--- src/rtl/aes_spi_frontend.sv ---
// aes_spi_frontend: oversampled SPI slave that loads AES operands, launches the core and shifts the result out
`timescale 1ns/1ps
module aes_spi_frontend #(
   parameter int FRAME_IN    = 256,
   parameter int FRAME_OUT   = 128,
   parameter int SYNC_STAGES = 2
) (
   input  logic                  clk,
   input  logic                  reset,
   input  logic                  sck,
   input  logic                  sdi,
   input  logic                  load,
   output logic                  sdo,
   output logic                  done,
   output logic                  frame_err,
   output logic [FRAME_IN/2-1:0] key,
   output logic [FRAME_IN/2-1:0] plaintext,
   output logic                  start,
   input  logic                  core_done,
   input  logic [FRAME_OUT-1:0]  cyphertext
);
   localparam int IW = $clog2(FRAME_IN + 2);
   localparam int OW = $clog2(FRAME_OUT + 1);
   localparam logic [IW-1:0] IN_FULL = IW'(FRAME_IN);
   localparam logic [IW-1:0] IN_SAT = IW'(FRAME_IN + 1);
   localparam logic [OW-1:0] OUT_FULL = OW'(FRAME_OUT);
   typedef enum logic [2:0] {IDLE, RECV, LAUNCH, RUN, HOLD} state_t;
   state_t state;
   logic [SYNC_STAGES-1:0] sck_s, sdi_s, load_s;
   logic sck_h, load_h;
   logic [FRAME_IN-1:0] in_shift;
   logic [FRAME_OUT-1:0] out_shift;
   logic [IW-1:0] in_cnt;
   logic [OW-1:0] out_cnt;
   logic sck_rise, load_rise, load_fall, sdi_q;
   // bring the MCU pins into the clk domain and keep one history flop for edge detection
   always_ff @(posedge clk) begin
      if (reset) begin
         sck_s  <= '0;
         sdi_s  <= '0;
         load_s <= '0;
         sck_h  <= 1'b0;
         load_h <= 1'b0;
      end else begin
         sck_s  <= {sck_s[SYNC_STAGES-2:0], sck};
         sdi_s  <= {sdi_s[SYNC_STAGES-2:0], sdi};
         load_s <= {load_s[SYNC_STAGES-2:0], load};
         sck_h  <= sck_s[SYNC_STAGES-1];
         load_h <= load_s[SYNC_STAGES-1];
      end
   end
   assign sck_rise  = sck_s[SYNC_STAGES-1] & ~sck_h;
   assign load_rise = load_s[SYNC_STAGES-1] & ~load_h;
   assign load_fall = ~load_s[SYNC_STAGES-1] & load_h;
   assign sdi_q     = sdi_s[SYNC_STAGES-1];
   assign sdo       = (state == HOLD) & out_shift[FRAME_OUT-1];
   // frame FSM: a load rise always restarts reception, whatever was in progress
   always_ff @(posedge clk) begin
      if (reset) begin
         state     <= IDLE;
         done      <= 1'b0;
         frame_err <= 1'b0;
         start     <= 1'b0;
         key       <= '0;
         plaintext <= '0;
         in_shift  <= '0;
         out_shift <= '0;
         in_cnt    <= '0;
         out_cnt   <= '0;
      end else begin
         start <= 1'b0;
         if (load_rise) begin
            state     <= RECV;
            in_cnt    <= '0;
            frame_err <= 1'b0;
            done      <= 1'b0;
         end else begin
            case (state)
               RECV: begin
                  if (load_fall) begin
                     if (in_cnt == IN_FULL) begin
                        {plaintext, key} <= in_shift;
                        start            <= 1'b1;
                        state            <= LAUNCH;
                     end else begin
                        frame_err <= 1'b1;
                        state     <= IDLE;
                     end
                  end else if (sck_rise && in_cnt != IN_SAT) begin
                     in_cnt <= in_cnt + 1'b1;
                     if (in_cnt != IN_FULL)
                        in_shift <= {in_shift[FRAME_IN-2:0], sdi_q};
                  end
               end
               LAUNCH: state <= RUN;
               RUN: begin
                  if (core_done) begin
                     out_shift <= cyphertext;
                     out_cnt   <= '0;
                     done      <= 1'b1;
                     state     <= HOLD;
                  end
               end
               HOLD: begin
                  if (sck_rise && out_cnt != OUT_FULL) begin
                     out_shift <= {out_shift[FRAME_OUT-2:0], 1'b0};
                     out_cnt   <= out_cnt + 1'b1;
                  end
               end
               default: ;
            endcase
         end
      end
   end
endmodule
--- config.mk ---
export PLATFORM = sky130hd
export DESIGN_NAME = aes_spi_frontend
export DESIGN_NICKNAME = d
export VERILOG_FILES = /design/src/rtl/aes_spi_frontend.sv
export SDC_FILE = /design/constraint.sdc
export NUM_CORES = 1
export LEC_CHECK = 0
export ABC_AREA = 1
export ABC_CLOCK_PERIOD_IN_PS = 2400
export BUFFER_PORTS_ARGS = -buffer_cell sky130_fd_sc_hd__buf_2
export CORE_ASPECT_RATIO = 1.75
export CORE_MARGIN = 4
export CORE_UTILIZATION = 58
export CTS_CLUSTER_SIZE = 24
export DETAILED_ROUTE_END_ITERATION = 6
export GPL_ROUTABILITY_DRIVEN = 1
export GPL_TIMING_DRIVEN = 0
export PLACE_DENSITY = 0.86
export SLEW_MARGIN = 20
export SYNTH_ARGS = -nofsm -noshare
export SYNTH_HDL_FRONTEND = slang
export SYNTH_SLANG_ARGS = --single-unit
--- constraint.sdc ---
create_clock -name clk -period 2.4 [get_ports clk]
set_input_delay 0.24 -clock clk [delete_from_list [all_inputs] [get_ports clk]]
set_output_delay 0.24 -clock clk [all_outputs]
set_load 0.02 [all_outputs]
; Word-level counts from Yosys, hierarchy flattened
; Cells that the tools add are included.
; W data, S select, Z words.
[word_totals]
regBits = 671
elab_cells = 69
[op_classes]
add_sub_neg = 2
eq_ne = 13
muxes = 12
n_bitwise = 11
reduce_logical = 15
[ops]
columns = op, n
row1 = $mux W128, 2
row2 = $pmux W128 S2, 1
row3 = $ne A9 B9 Y1 const B, 2
row4 = $mux W8, 2
row5 = $pmux W8 S2, 1
row6 = $reduce_and A3 Y1, 4
row7 = $add A9 B1 Y9 const B, 1
row8 = $eq A9 B9 Y1 const B, 1
row9 = $pmux W3 S3, 1
row10 = $add A8 B1 Y8 const B, 1
row11 = $ne A8 B8 Y1 const B, 1
row12 = $reduce_and A4 Y1, 2
row13 = $not A1 Y1, 7
row14 = $eq A3 B2 Y1 const B, 2
row15 = $mux W3, 2
row16 = $ne A3 B3 Y1 const B, 2
row17 = $reduce_and A5 Y1, 1
row18 = $and A1 B1 Y1, 4
row19 = $ne A2 B2 Y1 const B, 2
row20 = $reduce_bool A4 Y1, 1
row21 = $reduce_or A4 Y1, 1
row22 = $eq A3 B1 Y1 const B, 1
row23 = $eq A3 B3 Y1 const B, 1
row24 = $reduce_bool A3 Y1, 1
row25 = 7 further kinds, 9

; Logic depth before layout (Yosys ltp)
; Gate-level depths: netlist (run 1).
[depth]
depth_word = 5
depth_mapped = 12
ltp_nobuf = 10

; Worst setup path before layout (run 1)
; No wires, ideal clock.
[synth_timing]
path_kind = reg2reg
from = register in_cnt[0]
to = register in_shift[136]
setup_time_ns = 0.116
t_arrival_ns = 1.508
t_required_ns = 2.284
path_slack_ns = 0.776
stages_incl_launch_ff = 11
synth_period_minus_slack_ns = 1.624
cell_sequence = dfxtp_1 > inv_1 > ha_1 > nand3_1 > nor2_4 > nor2_2 > nand2_4 > buf_4 > clkbuf_1 > o21ai_0 > nor2_1
[synth_between]
elab_chain_len = 3
[synth_rtl]
columns = element, line_no
row1 = from (decl), 33  ; logic [IW-1:0] in_cnt;
row2 = from (signal assigned), 90  ; in_cnt <= in_cnt + 1'b1;
row3 = $ne A9 B9 Y1, 89  ; end else if (sck_rise && in_cnt != IN_SAT) begin
row4 = $logic_and A1 B1 Y1, 89
row5 = $reduce_and A5 Y1 (no source line) (*), -
row6 = to (signal assigned), 92  ; in_shift <= {in_shift[FRAME_IN-2:0], sdi_q};
row7 = to (decl), 31  ; logic [FRAME_IN-1:0] in_shift;
; Mark *: on every way between the ends. The rest lies on a longest branch, timed or not.
; A chain may end at the register's enable or synchronous reset.

; Worst setup path in the final report (run 1)
[layout_timing]
from = register state[1]
to = output sdo
[layout_between]
elab_chain_len = 2
[layout_rtl]
columns = element, line_no
row1 = from (decl), 28  ; state_t state;
row2 = from (signal assigned), 60  ; state <= IDLE;
row3 = from (signal assigned), 73  ; state <= RECV;
row4 = from (signal assigned), 84  ; state <= LAUNCH;
row5 = $eq A3 B3 Y1, 56  ; assign sdo = (state == HOLD) & out_shift[FRAME_OUT-1];
row6 = $and A1 B1 Y1, 56
row7 = to (decl), 13  ; output logic sdo,
; No other way between the ends.

==> results of run 1 <==
-- timing repair --
item	in CTS	in global routing
hold endpoints to repair	4	0
resized for setup	1	6
cloned	0	0
buffers inserted	0	2
setup endpoints to repair	1	136
hold buffers	4	0
-- tightest hold or removal path: cells and delay by family --
| family | cells | cell delay, ns |
|---|---|---|
| AO/OA/AOI/OAI | 2 | 0.13 |
| buffers and inverters | 1 | 0.09 |
| AND/OR/NAND/NOR | 2 | 0.13 |
-- metal layers --
| layer | vias to the layer above | global-route usage (%) | part of all wire (%) |
|---|---|---|---|
| met5 | - | 0 | 0 |
| met4 | 0 | 15.19 | 6.1 |
| met3 | 210 | 4.189 | 5.0 |
| met2 | 655 | 50.27 | 50 |
| met1 | 10815 | 30.11 | 38 |
| li1 | 11924 | - | - |
-- final cells by class --
| class | count | area (µm²) | area share (%) |
|---|---|---|---|
| plain buffers | 259 | 1241 | 4.116 |
| inverters | 165 | 619.3 | 2.054 |
| clock buffers | 84 | 1675 | 5.556 |
| flip-flops and latches | 671 | 13430 | 44.55 |
| multi-input cells | 2351 | 10180 | 33.75 |
| clock inverters | 17 | 279.0 | 0.9253 |
| well taps | 566 | 708.2 | 2.349 |
| repair buffers | 399 | 2022 | 6.705 |
-- state kept, by name, indices dropped and copies added, names as in the netlist --
signal and flops:
start 1, sck_s 2, state 3, out_cnt 8, plaintext 128, key 128
done 1, sdi_s 2, frame_err 1, in_cnt 9, in_shift 256, load_s 2
out_shift 128, load_h 1, sck_h 1
-- logic make-up after synthesis --
group	count (synthesis)	synth area share, %
flops	671	52.76
fa+ha+maj	8	0.3932
compound gates	795	15.64
buf+inv	424	7.268
xor+xnor	4	0.1376
simple gates	1544	23.80
-- stage by stage --
stage	setup WS, ns	setup TNS, ns	utilization [%]	hold slack [ns]	total power (µW)
floorplan	0.7759	0	-	0.3470	12880
global placement	0.05379	0	64.91	0.3938	13320
detailed placement	-0.0001581	-0.0001581	64.91	0.3975	13360
CTS	0.0004672	0	69.51	0.01492	22860
global route	0.03379	0	69.57	0.05339	23570
finish	0.1828	0	69.57	0.04606	22770
-- report_power, final --
group / total [µW] / internal [µW] / switching [µW]
registers: 11600 / 11400 / 203
clock network: 9620 / 5480 / 4140
logic: 1530 / 552 / 983
-- cells in the mapped netlist (all sizes together) --
master / n
buf: 130
clkbuf: 129
nand3: 156
nand4: 4
ha: 8
dfxtp: 671
xor2: 4
inv: 165
nor2: 1064
a31oi: 1
a21oi: 148
nand2: 315
nand3b: 2
o21ai: 645
o21a: 1
nor3: 2
nor3b: 1
-- path summary, 6_finish.rpt --
check	startpoint	end	slack, ns
min reg2reg	sck_s[0]	sck_s[1]	0.39
min	cyphertext[93]	out_shift[93]	0.05
max	state[1]	sdo	0.18
max reg2reg	in_cnt[0]	key[83]	0.26
==> impl_metrics.csv, run 1 <==
group,metric,value,unit
run_status,status,"finished clean",
worst_setup_path,crit_arrival,1.98,ns
power,max-vdd-ir-drop,0.6751,mV
synth,syn-cell-area,0.02546,mm²
clock_network,clk_pin_slew,0.07,ns
timing,worstMarginPinSlew,1.001,ns
timing,maxSlewViolCount,0,
floorplan,die_h,285.2,µm
finish,area_delta_synth_final,18.44,%
worst_setup_path,crit_chain,"nor2_1, nand2_2, buf_4, buf_2, nor2_1, buf_2",
timing,hold_viol,0,
routing,routed_wl,67950,µm
clock_network,htree_levels,2,
worst_setup_path,cp_top_family,"buffers and inverters",
min_path,hp-class,"in2reg",
grt,grt_util_all_layers,27.45,%
place,place_congestion,0.9024,
finish,fillCellCount,3532,
synth,syn_avg_cell_area,7.388,µm²
worst_setup_path,cp_num_buf_inv,3,
clock_network,cts_tree,"built",
routing,vias,23604,
grt,grt_pass1_wl,110700,µm
clock_network,cts_buffer_depth,3,
finish,layout.cells.non_filler,4512,
grt,grt.overflow.total,0,
worst_setup_path,crit_slowest_cell,"dfxtp_1",
timing,slew_headroom,33.25,%
grt,antenna_found_initial,0,
floorplan,die_w,166.4,µm
synth,synthTopCellsByArea,"dfxtp_1, nor2_1, o21ai_0, nand2_1, nand3_1",
routing,drtPass1Iterations,6,
clock_network,insertion_delay,0.60,ns
place,placed_area,0.02813,mm²
worst_setup_path,critPathMaxStageDelay,0.48,ns
timing,finalSetupViolations,0,
finish,nNetsFinal,4044,
routing,routedWlPerCell,15.06,µm
timing,rsz0062_at_grt,"no",
floorplan,io_pins,394,
place,hpwl,48360,µm
grt,grt_pass1_vias,23079,
finish,final_cell_mix,"nor2_1, dfxtp_1, o21ai_0",
clock_network,numCtsBuffers,55,
flow_run,drv_cap,0,
worst_setup_path,worst-setup-path-type,"reg2out",
finish,finalInstanceArea,0.03015,mm²
timing,finClkSkew,0.02622,ns
place,port_buffers,393,
finish,antenna_cells,0,
place,placed_cells,4405,
worst_setup_path,start_kind,"flip-flop",
synth,synth_cell_type_count,28,
worst_setup_path,cp_num_cells,6,
finish,drive_gt1_share,15.91,%
synth,ys_ff_latch,671,
clock_network,clock-sinks,671,
floorplan,die-area,0.04744,mm²
routing,drc,0,
power,leakagePower,0.01362,µW
synth,syn-instance-count,3446,
finish,final_common_cell,"nor2_1",
worst_setup_path,crit_fanout,10,
routing,viasPerCell,5.231,
power,p_per_area,755.0,mW/mm²
worst_setup_path,reg2reg_depth,10,
floorplan,initial_utilization,58.74,%
synth,yosysWarnings,0,
synth,synth_top_area_share,52.76,%
min_path,hold_depth,5,
floorplan,coreArea,0.04335,mm²
timing,fmax,0.4510,GHz
timing,post-route-period-util,92.38,%
worst_setup_path,cp-end-kind,"output port",
floorplan,rows,101,
routing,drt-initial-drc-count,1617,
grt,grt_max_degree,17,
routing,ant_nets,0,
synth,synth_top_area_cell,"dfxtp_1",
synth,yosysSeqAreaShare,52.76,%
worst_setup_path,worstPathRequired,2.16,ns
synth,syn_nets,3588,
timing,min_period,2.217,ns
clock_network,clockRootBuffer,"clkbuf_16",
(Power assumes the default switching activity.)
==> run 2, diff against run 1 <==
--- a/config.mk
+++ b/config.mk
@@ -12,4 +12,5 @@
 export CORE_MARGIN = 4
 export CORE_UTILIZATION = 58
+export CTS_BUF_LIST = sky130_fd_sc_hd__clkbuf_4 sky130_fd_sc_hd__clkbuf_8
 export CTS_CLUSTER_SIZE = 24
 export DETAILED_ROUTE_END_ITERATION = 6
@@ -17,4 +18,5 @@
 export GPL_TIMING_DRIVEN = 0
 export PLACE_DENSITY = 0.86
+export SETUP_SLACK_MARGIN = 0.3
 export SLEW_MARGIN = 20
 export SYNTH_ARGS = -nofsm -noshare
==> constraint.sdc (replaced) <==
create_clock -name clk -period 2.4 [get_ports clk]
set_input_delay 0.24 -clock clk [delete_from_list [all_inputs] [get_ports clk]]
set_output_delay 0.24 -clock clk [all_outputs]
set_load 0.01 [all_outputs]
==> run 2 against run 1 <==
Non-clock buffer count increased by 94. Critical endpoint is now out_shift[91]. Clock skew is 0.0020 ns higher. Maximum frequency rose by 12%. Power down 2.2%. Routed wire length increased by 7.0%. Largest power group unchanged.
==> impl_metrics.csv, run 2 (same netlist as run 1, synthesis figures left out) <==
group,metric,value,unit
timing,whs,0.03958,ns
floorplan,die-area,0.04744,mm²
worst_setup_path,worst-setup-path-type,"reg2reg",
clock_network,numCtsBuffers,90,
routing,vias,24778,
routing,viasPerCell,5.313,
place,place_congestion,0.9024,
worst_setup_path,reg2reg_depth,8,
worst_setup_path,cp-end-kind,"flip-flop",
routing,routedWlPerCell,15.58,µm
timing,fmax,0.5064,GHz
timing,slew_headroom,33.91,%
floorplan,rows,101,
worst_setup_path,worstReg2RegEnd,"out_shift[91]",
routing,ant_nets,0,
grt,grt.overflow.total,0,
timing,post-route-period-util,82.27,%
grt,grt_max_degree,14,
floorplan,initial_utilization,58.74,%
timing,setup_slack,0.4254,ns
timing,finClkSkew,0.02822,ns
worst_setup_path,reg2reg_from,"state[1]",
worst_setup_path,crit_arrival,2.48,ns
routing,drc,0,
timing,hold_viol,0,
floorplan,die_h,285.2,µm
clock_network,htree_levels,3,
worst_setup_path,critPathMaxStageDelay,0.44,ns
routing,routed_wl,72690,µm
place,pre_cts_ws,-0.0001581,ns
floorplan,io_pins,394,
min_path,hp-class,"in2reg",
worst_setup_path,critPathLaunch,"state[1]",
place,port_buffers,393,
finish,largest_register_ffs,256,
clock_network,clk_pin_slew,0.07,ns
timing,maxSlewViolCount,0,
grt,grt_pass1_wl,118200,µm
timing,worstMarginPinSlew,0.9913,ns
timing,min_period,1.975,ns
finish,final_util,71.80,%
finish,finalInstanceArea,0.03112,mm²
clock_network,insertion_delay,0.65,ns
power,max-vdd-ir-drop,0.5402,mV
worst_setup_path,r2r_setup_slack,0.43,ns
worst_setup_path,crit_slowest_cell,"dfxtp_2",
finish,largest_register,"in_shift",
power,leakagePower,0.01414,µW
finish,final_common_cell,"nor2_1",
finish,area_delta_synth_final,22.24,%
grt,grt_util_all_layers,29.56,%
floorplan,coreArea,0.04335,mm²
clock_network,clockRootBuffer,"clkbuf_8",
worst_setup_path,crit_path_end,"out_shift[91]",
flow_run,drv_cap,0,
place,hpwl,48360,µm
clock_network,cts_buffer_depth,3,
clock_network,clock-sinks,671,
timing,finalSetupViolations,0,
worst_setup_path,crit_fanout,10,
finish,nNetsFinal,4173,
timing,rsz0062_at_grt,"yes",
worst_setup_path,crit_chain,"nor2_4, nand2_2, buf_4, clkbuf_4, clkbuf_1, o21ai_0, nand3_1, a21oi_1",
run_status,status,"finished clean",
routing,drt-initial-drc-count,2002,
worst_setup_path,start_kind,"flip-flop",
power,p_per_area,715.1,mW/mm²
grt,antenna_found_initial,1,
finish,drive_gt1_share,17.70,%
floorplan,die_w,166.4,µm
routing,drtPass1Iterations,5,
finish,final_cell_mix,"nor2_1, dfxtp_1, o21ai_0",
grt,grt_pass1_vias,24359,
worst_setup_path,worstPathRequired,2.90,ns
clock_network,cts_tree,"built",
place,placed_area,0.02813,mm²
## run 2: what timing repair did
action | 4_1_cts | 5_1_grt
pin swaps | 0 | 1
hold endpoints to repair | 99 | 0
buffers inserted | 1 | 1
gates resized for setup | 12 | 70
setup endpoints to repair | 223 | 384
hold buffers | 98 | 0
## run 2: worst max-delay path, delay by kind of cell, from the launching register on
family | cells | cell delay (ns)
DFF | 1 | 0.44
buffers and inverters | 3 | 0.84
and+or+nand+nor | 3 | 0.28
AOI/OAI and AO/OA | 2 | 0.28
## run 2: metrics by stage
| stage | std cells | setup TNS (ns) | power (µW) |
|---|---|---|---|
| floorplan | 3446 | 0 | 12880 |
| global placement | 4405 | 0 | 13320 |
| detailed placement | 4405 | -0.0001581 | 13360 |
| CTS | 4660 | 0 | 22290 |
| global route | 4662 | 0 | 23140 |
| finish | 4664 | 0 | 22260 |
## run 2: routing by layer
layer | part of all wire [%] | GRT usage, % | vias up
met5 | 0 | 0 | -
met1 | 37 | 31.37 | 11345
li1 | - | - | 12193
met3 | 7.4 | 7.448 | 294
met2 | 49 | 52.07 | 946
met4 | 6.6 | 18.65 | 0
## run 2: layout make-up
| class | instances | area (µm²) |
|---|---|---|
| antenna | 3 | 7.507 |
| buffer | 259 | 1313 |
| clock buffer | 132 | 1692 |
| clock inverter | 24 | 182.7 |
| fill | 3301 | 12220 |
| inverter | 165 | 619.3 |
| multi-input combinational | 2351 | 10200 |
| sequential | 671 | 13440 |
| tap | 566 | 708.2 |
| timing repair buffer | 493 | 2963 |
## run 2: where the power goes
group / total [µW] / leakage [µW] / internal [µW] / switching, µW
clock network: 8910 / 0.00101 / 4670 / 4240
logic: 1720 / 0.00771 / 664 / 1050
registers: 11600 / 0.00541 / 11400 / 213
total: 22300 / 0.0141 / 16800 / 5510
## run 2: worst min-delay path by stage
stage / depth (start not counted) / start / endpoint
after floorplan: 2 / load / load_s[0]
after global placement: 2 / sdi_s[0] / sdi_s[1]
after detailed placement: 2 / sck_s[0] / sck_s[1]
after CTS: 5 / cyphertext[124] / out_shift[124]
after global routing: 5 / cyphertext[124] / out_shift[124]
final: 5 / cyphertext[25] / out_shift[25]
